File: config.mk
export PLATFORM = sky130hd
export DESIGN_NAME = keyboard_pitch_mapper
export DESIGN_NICKNAME = d
export VERILOG_FILES = /design/src/rtl/keyboard_pitch_mapper.sv
export SDC_FILE = /design/constraint.sdc
export NUM_CORES = 1
export LEC_CHECK = 0
export BUFFER_PORTS_ARGS = -buffer_cell sky130_fd_sc_hd__buf_2
export CAP_MARGIN = 20
export CELL_PAD_IN_SITES_DETAIL_PLACEMENT = 1
export CELL_PAD_IN_SITES_GLOBAL_PLACEMENT = 2
export CORE_ASPECT_RATIO = 0.8
export CORE_UTILIZATION = 30
export CTS_BUF_LIST = sky130_fd_sc_hd__clkbuf_8
export DETAILED_ROUTE_END_ITERATION = 7
export PLACE_DENSITY = 0.85
export SYNTH_ARGS = -nofsm -noshare
export SYNTH_HDL_FRONTEND = slang
export SYNTH_SLANG_ARGS = --single-unit
File: constraint.sdc
create_clock -name clk -period 2.6 [get_ports clk]
set_input_delay 0.52 -clock clk [delete_from_list [all_inputs] [get_ports clk]]
set_output_delay 0.52 -clock clk [all_outputs]
set_load 0.005 [all_outputs]
File: src/rtl/keyboard_pitch_mapper.sv
// Maps seven note switches plus a sharp modifier to a registered tone frequency,
// with saturating octave select, selectable multi-key priority and sustain.
module keyboard_pitch_mapper #(
    parameter int NUM_OCTAVES = 3,
    parameter int MID_OCTAVE  = 1,
    parameter int FREQ_W      = 12,
    parameter int PRIORITY    = 0,
    localparam int OCT_W      = (NUM_OCTAVES > 1) ? $clog2(NUM_OCTAVES) : 1
) (
    input  logic              clk,
    input  logic              rst,
    input  logic              en,
    input  logic              oct_up,
    input  logic              oct_dn,
    input  logic              hold,
    input  logic [7:0]        sw,
    output logic [FREQ_W-1:0] frequency,
    output logic [3:0]        note,
    output logic              sharp,
    output logic [OCT_W-1:0]  octave,
    output logic              note_chg
);

    localparam logic [OCT_W-1:0] OCT_MAX   = OCT_W'(NUM_OCTAVES - 1);
    localparam logic [OCT_W-1:0] OCT_RESET = OCT_W'(MID_OCTAVE);

    logic [OCT_W-1:0]  octave_q, octave_d;
    logic [6:0]        prev_keys_q;
    logic [3:0]        latch_q, latch_d;
    logic [3:0]        note_q, note_d;
    logic              sharp_q, sharp_d;
    logic [FREQ_W-1:0] freq_q, freq_d;
    logic              note_chg_q, note_chg_d;

    logic [6:0]        keys;
    logic [6:0]        rises;
    logic              latched_held;
    logic [3:0]        sel_key;
    logic [3:0]        semi;
    logic [FREQ_W-1:0] pitch;

    function automatic logic [3:0] highest_key(input logic [6:0] k);
        highest_key = 4'd0;
        for (int i = 0; i < 7; i++) begin
            if (k[i]) highest_key = 4'(i + 1);
        end
    endfunction

    function automatic logic [3:0] key_semitone(input logic [3:0] n);
        case (n)
            4'd1:    key_semitone = 4'd0;
            4'd2:    key_semitone = 4'd2;
            4'd3:    key_semitone = 4'd4;
            4'd4:    key_semitone = 4'd5;
            4'd5:    key_semitone = 4'd7;
            4'd6:    key_semitone = 4'd9;
            4'd7:    key_semitone = 4'd11;
            default: key_semitone = 4'd0;
        endcase
    endfunction

    // Semitone 12 (B#) is C one octave up, so its base is simply 2*131.
    function automatic logic [8:0] base_freq(input logic [3:0] s);
        case (s)
            4'd0:    base_freq = 9'd131;
            4'd1:    base_freq = 9'd139;
            4'd2:    base_freq = 9'd147;
            4'd3:    base_freq = 9'd156;
            4'd4:    base_freq = 9'd165;
            4'd5:    base_freq = 9'd175;
            4'd6:    base_freq = 9'd185;
            4'd7:    base_freq = 9'd196;
            4'd8:    base_freq = 9'd208;
            4'd9:    base_freq = 9'd220;
            4'd10:   base_freq = 9'd233;
            4'd11:   base_freq = 9'd247;
            4'd12:   base_freq = 9'd262;
            default: base_freq = 9'd0;
        endcase
    endfunction

    assign keys         = sw[6:0];
    assign rises        = keys & ~prev_keys_q;
    assign latched_held = |(keys & (7'd1 << (latch_q - 4'd1)));

    always_comb begin
        latch_d = latch_q;
        sel_key = 4'd0;
        if (PRIORITY == 0) begin
            if ((keys != 7'd0) && ((keys & (keys - 7'd1)) == 7'd0))
                sel_key = highest_key(keys);
        end else if (PRIORITY == 1) begin
            sel_key = highest_key(keys);
        end else begin
            if (rises != 7'd0)
                latch_d = highest_key(rises);
            else if (latch_q != 4'd0 && latched_held)
                latch_d = latch_q;
            else
                latch_d = highest_key(keys);
            sel_key = latch_d;
        end
    end

    assign semi  = key_semitone(sel_key) + {3'b000, sw[7]};
    assign pitch = FREQ_W'(base_freq(semi)) << octave_q;

    always_comb begin
        octave_d = octave_q;
        if (oct_up && !oct_dn && octave_q != OCT_MAX)
            octave_d = octave_q + OCT_W'(1);
        else if (oct_dn && !oct_up && octave_q != '0)
            octave_d = octave_q - OCT_W'(1);
    end

    // With no key selected, hold keeps the registered note untouched so octave moves never retune it.
    always_comb begin
        note_d  = note_q;
        sharp_d = sharp_q;
        freq_d  = freq_q;
        if (sel_key != 4'd0) begin
            note_d  = sel_key;
            sharp_d = sw[7];
            freq_d  = pitch;
        end else if (!hold) begin
            note_d  = 4'd0;
            sharp_d = 1'b0;
            freq_d  = '0;
        end
        note_chg_d = (note_d != note_q) || (sharp_d != sharp_q) || (freq_d != freq_q);
    end

    always_ff @(posedge clk or negedge rst) begin
        if (!rst) begin
            octave_q    <= OCT_RESET;
            prev_keys_q <= 7'd0;
            latch_q     <= 4'd0;
            note_q      <= 4'd0;
            sharp_q     <= 1'b0;
            freq_q      <= '0;
            note_chg_q  <= 1'b0;
        end else if (en) begin
            octave_q    <= octave_d;
            prev_keys_q <= keys;
            latch_q     <= latch_d;
            note_q      <= note_d;
            sharp_q     <= sharp_d;
            freq_q      <= freq_d;
            note_chg_q  <= note_chg_d;
        end else begin
            note_chg_q  <= 1'b0;
        end
    end

    assign frequency = freq_q;
    assign note      = note_q;
    assign sharp     = sharp_q;
    assign octave    = octave_q;
    assign note_chg  = note_chg_q;

endmodule

==> key figures <==
Timing
  – Layout Skew: 0.01829 ns
  – Final setup margin: -2.000 ns
  – Final hold viol count: 0
  – Period utilisation layout: 176.9%
  – Setup violations, final: 17
  – Relative slew slack: 62.47%
  – Tmin final: 4.600 ns
  – Final Slew Violations: 0
  – Total negative slack: -14.11 ns
  – Max Clock Freq: 217.4 MHz
  – RSZ-0062 raised after global routing: yes
  – Fin Hold WS: 0.1804 ns
  – Worst-margin pin slew: 0.5571 ns

Worst setup path
  – Required time worst endpoint: 2.77 ns
  – Worst Setup End Kind: flop
  – Max FO, Critical Path: 5
  – Kind of critical path: in2reg
  – Cell count of the worst reg-to-reg path: 9
  – Type of element launching the critical path: input pin
  – Worst EP arrival: 4.77 ns

Clock tree
  – Skew-Pair Late Insertion Delay: 0.29 ns
  – Clk sinks: 20
  – Num CTS Buffers: 3
  – Bufs on Longest Clock Path: 2
  – Clock slew at reported path FFs: 0.10 ns
  – Root Buffer: clkbuf_8
  – CTS tree: done
  – H-tree depth: 1

Die
  – Full die area: 8163 µm²
  – Die Span X: 100.8 µm
  – Starting density of the core: 31.37%
  – Num rows: 28
  – # IOs: 34
  – Die Y-Extent: 81.01 µm
  – Core ar.: 7462 µm²

Run
  – MaxCap Viol Count: 0

Final layout
  – Commonest non-fill, non-tap cells in the layout: buf_4, buf_6, buf_2, nand2_1, nor2_1
  – ANT cells: 0
  – Layout net count: 503
  – Layout cells sized above 1: 58.02%
  – Area growth, synth to finish: 90.06%
  – Commonest non-fill, non-tap cell in the layout: buf_4

Logic synthesis
  – Unique masters post-synth: 76
  – YS warnings: 0
  – Register area share after synthesis: 21.43%
  – #FFs+latches synth: 20
  – Mapped cell area: 2341 µm²
  – Synth top area share: 20.31%
  – Area contributors post-synth: dfrtp_1, nand2_1, o21ai_0, nor2_1, a21oi_1
  – Post-synth EDFFs: 0
  – Fraction of registers with async set or reset after synthesis: 100.0%
  – Avg Cell Area, Syn: 7.408 µm²
  – Main synth FF type: dfrtp_1
  – Yosys top cell by area: dfrtp_1
  – Syn Nets: 332
  – Post-Syn Instances: 316

Placement
  – Routability Congestion: 0.8744
  – PortBufs: 33
  – Detailed placer's ending HPWL: 8171 µm

Detailed routing
  – Routed Antenna Nets: 0
  – Vias per cell: 6.474
  – Total Wirelength: 16390 µm
  – Remaining DRCs: 0
  – Pre-antenna DRT Iters: 5
  – Average wire per standard cell: 27.72 µm
  – 1st-iter DRT viols: 379
  – Vias: 3826

GRT
  – First-pass GRT wire length: 19580 µm
  – Pin count of the biggest net entering global routing: 21
  – Initial antenna violation count: 0
  – Vias in the first global route: 3576
  – Grt ovf: 0
  – GRT Util Overall: 31.43%

Outcome
  – Status: finished, violations left
  – Failing checks: negative setup slack

Power
  – Worst vdd ir: 0.3745 mV
  – LEAKAGE: 1.959 nW
  – Pwr dens: 473.3 nW/µm²

Min path
  – Worst min path class: in2async
[per-stage QoR]
step / instances / setup slack [ns] / instance area (µm²) / total power (W) / util (%)
finish: 591 / -2.000 / 4449 / 0.002106 / 59.62
global route: 591 / -1.925 / 4449 / 0.002144 / 59.62
CTS: 571 / -1.555 / 4009 / 0.001810 / 53.72
detailed placement: 551 / -2.120 / 3541 / 0.001343 / 47.45
global placement: 551 / -1.941 / 3541 / 0.001310 / 47.45
floorplan: 316 / -1.635 / 2477 / 0.0008328 / -
[what timing repair did]
action	in CTS	in global routing
hold buffers	0	0
buffers inserted	23	29
pin swaps	20	35
resized for setup	68	62
endpoints found under the setup margin	17	17
[synth_stat cells (all sizes together) (4+ instances only)]
| library cell | number |
|---|---|
| mux2i | 4 |
| a21boi | 4 |
| a211oi | 4 |
| nand3 | 10 |
| nand4 | 4 |
| and3 | 5 |
| nor2 | 26 |
| or2 | 4 |
| clkbuf | 14 |
| nor3 | 9 |
| o21ai | 24 |
| nand2b | 7 |
| buf | 9 |
| nand2 | 39 |
| o2111ai | 6 |
| and2 | 6 |
| or3 | 4 |
| a31oi | 6 |
| o31a | 4 |
| xor2 | 4 |
| inv | 13 |
| nor4 | 9 |
| o31ai | 7 |
| a22oi | 4 |
| a21oi | 16 |
| dfrtp | 19 |
[kinds of logic after synthesis]
| kind of cell | after synthesis | share of synthesized area [%] |
|---|---|---|
| AOI/OAI and AO/OA | 112 | 36.61 |
| xor gates and xnor gates | 6 | 2.245 |
| adders and majority gates | 3 | 1.496 |
| buffers and inverters | 38 | 6.788 |
| DFF | 20 | 21.43 |
| muxes | 4 | 1.710 |
| and+or+nand+nor | 133 | 29.72 |
[worst max-delay path: stages]
cell       delay [ns]
buf_6            0.09
or4_4            0.60
o31ai_4          0.24
o31a_1           0.22
nand3_2          0.11
o21ai_4          0.09
ha_4             0.24
buf_4            0.17
o21ai_0          0.47
a22oi_1          0.18
o2111ai_2        0.24
o22ai_2          0.14
a221oi_2         0.35
o2111ai_1        0.14
or4_1            0.55
a221o_1          0.40
[final cells by class]
| cell class | count | area [µm²] |
|---|---|---|
| fill | 854 | 3013 |
| multi-input combinational | 258 | 2188 |
| timing repair buffer | 189 | 1500 |
| sequential | 20 | 501.7 |
| tap | 105 | 131.4 |
| inverter | 15 | 56.30 |
| clock buffer | 3 | 41.29 |
| clock inverter | 1 | 30.03 |
[flip-flops by register name, indices dropped and copies added, names as in the netlist]
register	count
note_chg	1
octave	2
frequency	12
sharp	1
note	4
[per-layer routing]
layer  wire (µm)  part of all wire (%)  vias up  track usage, %
met5           0                     0        -               0
met4        1042                   6.4        0           11.45
met3        1262                   7.7      101           2.926
met2        7569                    46      295           52.81
met1        6510                    40     1882           42.14
li1            -                     -     1548               -
[path summary, 6_finish.rpt]
check | start | to | slack, ns
worst min register to register | note[3] | note[3] | 0.53
min in group clk | note[3] | note[3] | 0.53
worst max-delay path | sw[2] | note_chg | -2.00
max in group asynchronous | rst | octave[0] | 2.03
worst min-delay path | rst | frequency[4] | 0.18
worst max register to register | octave[0] | note_chg | -0.58
[where the power goes]
group          switching (W)  total [W]  internal [W]
clock               0.000134   0.000341      0.000207
sequential         0.0000563   0.000407      0.000351
combinational       0.000752    0.00136      0.000606
(Power assumes the default switching activity.)
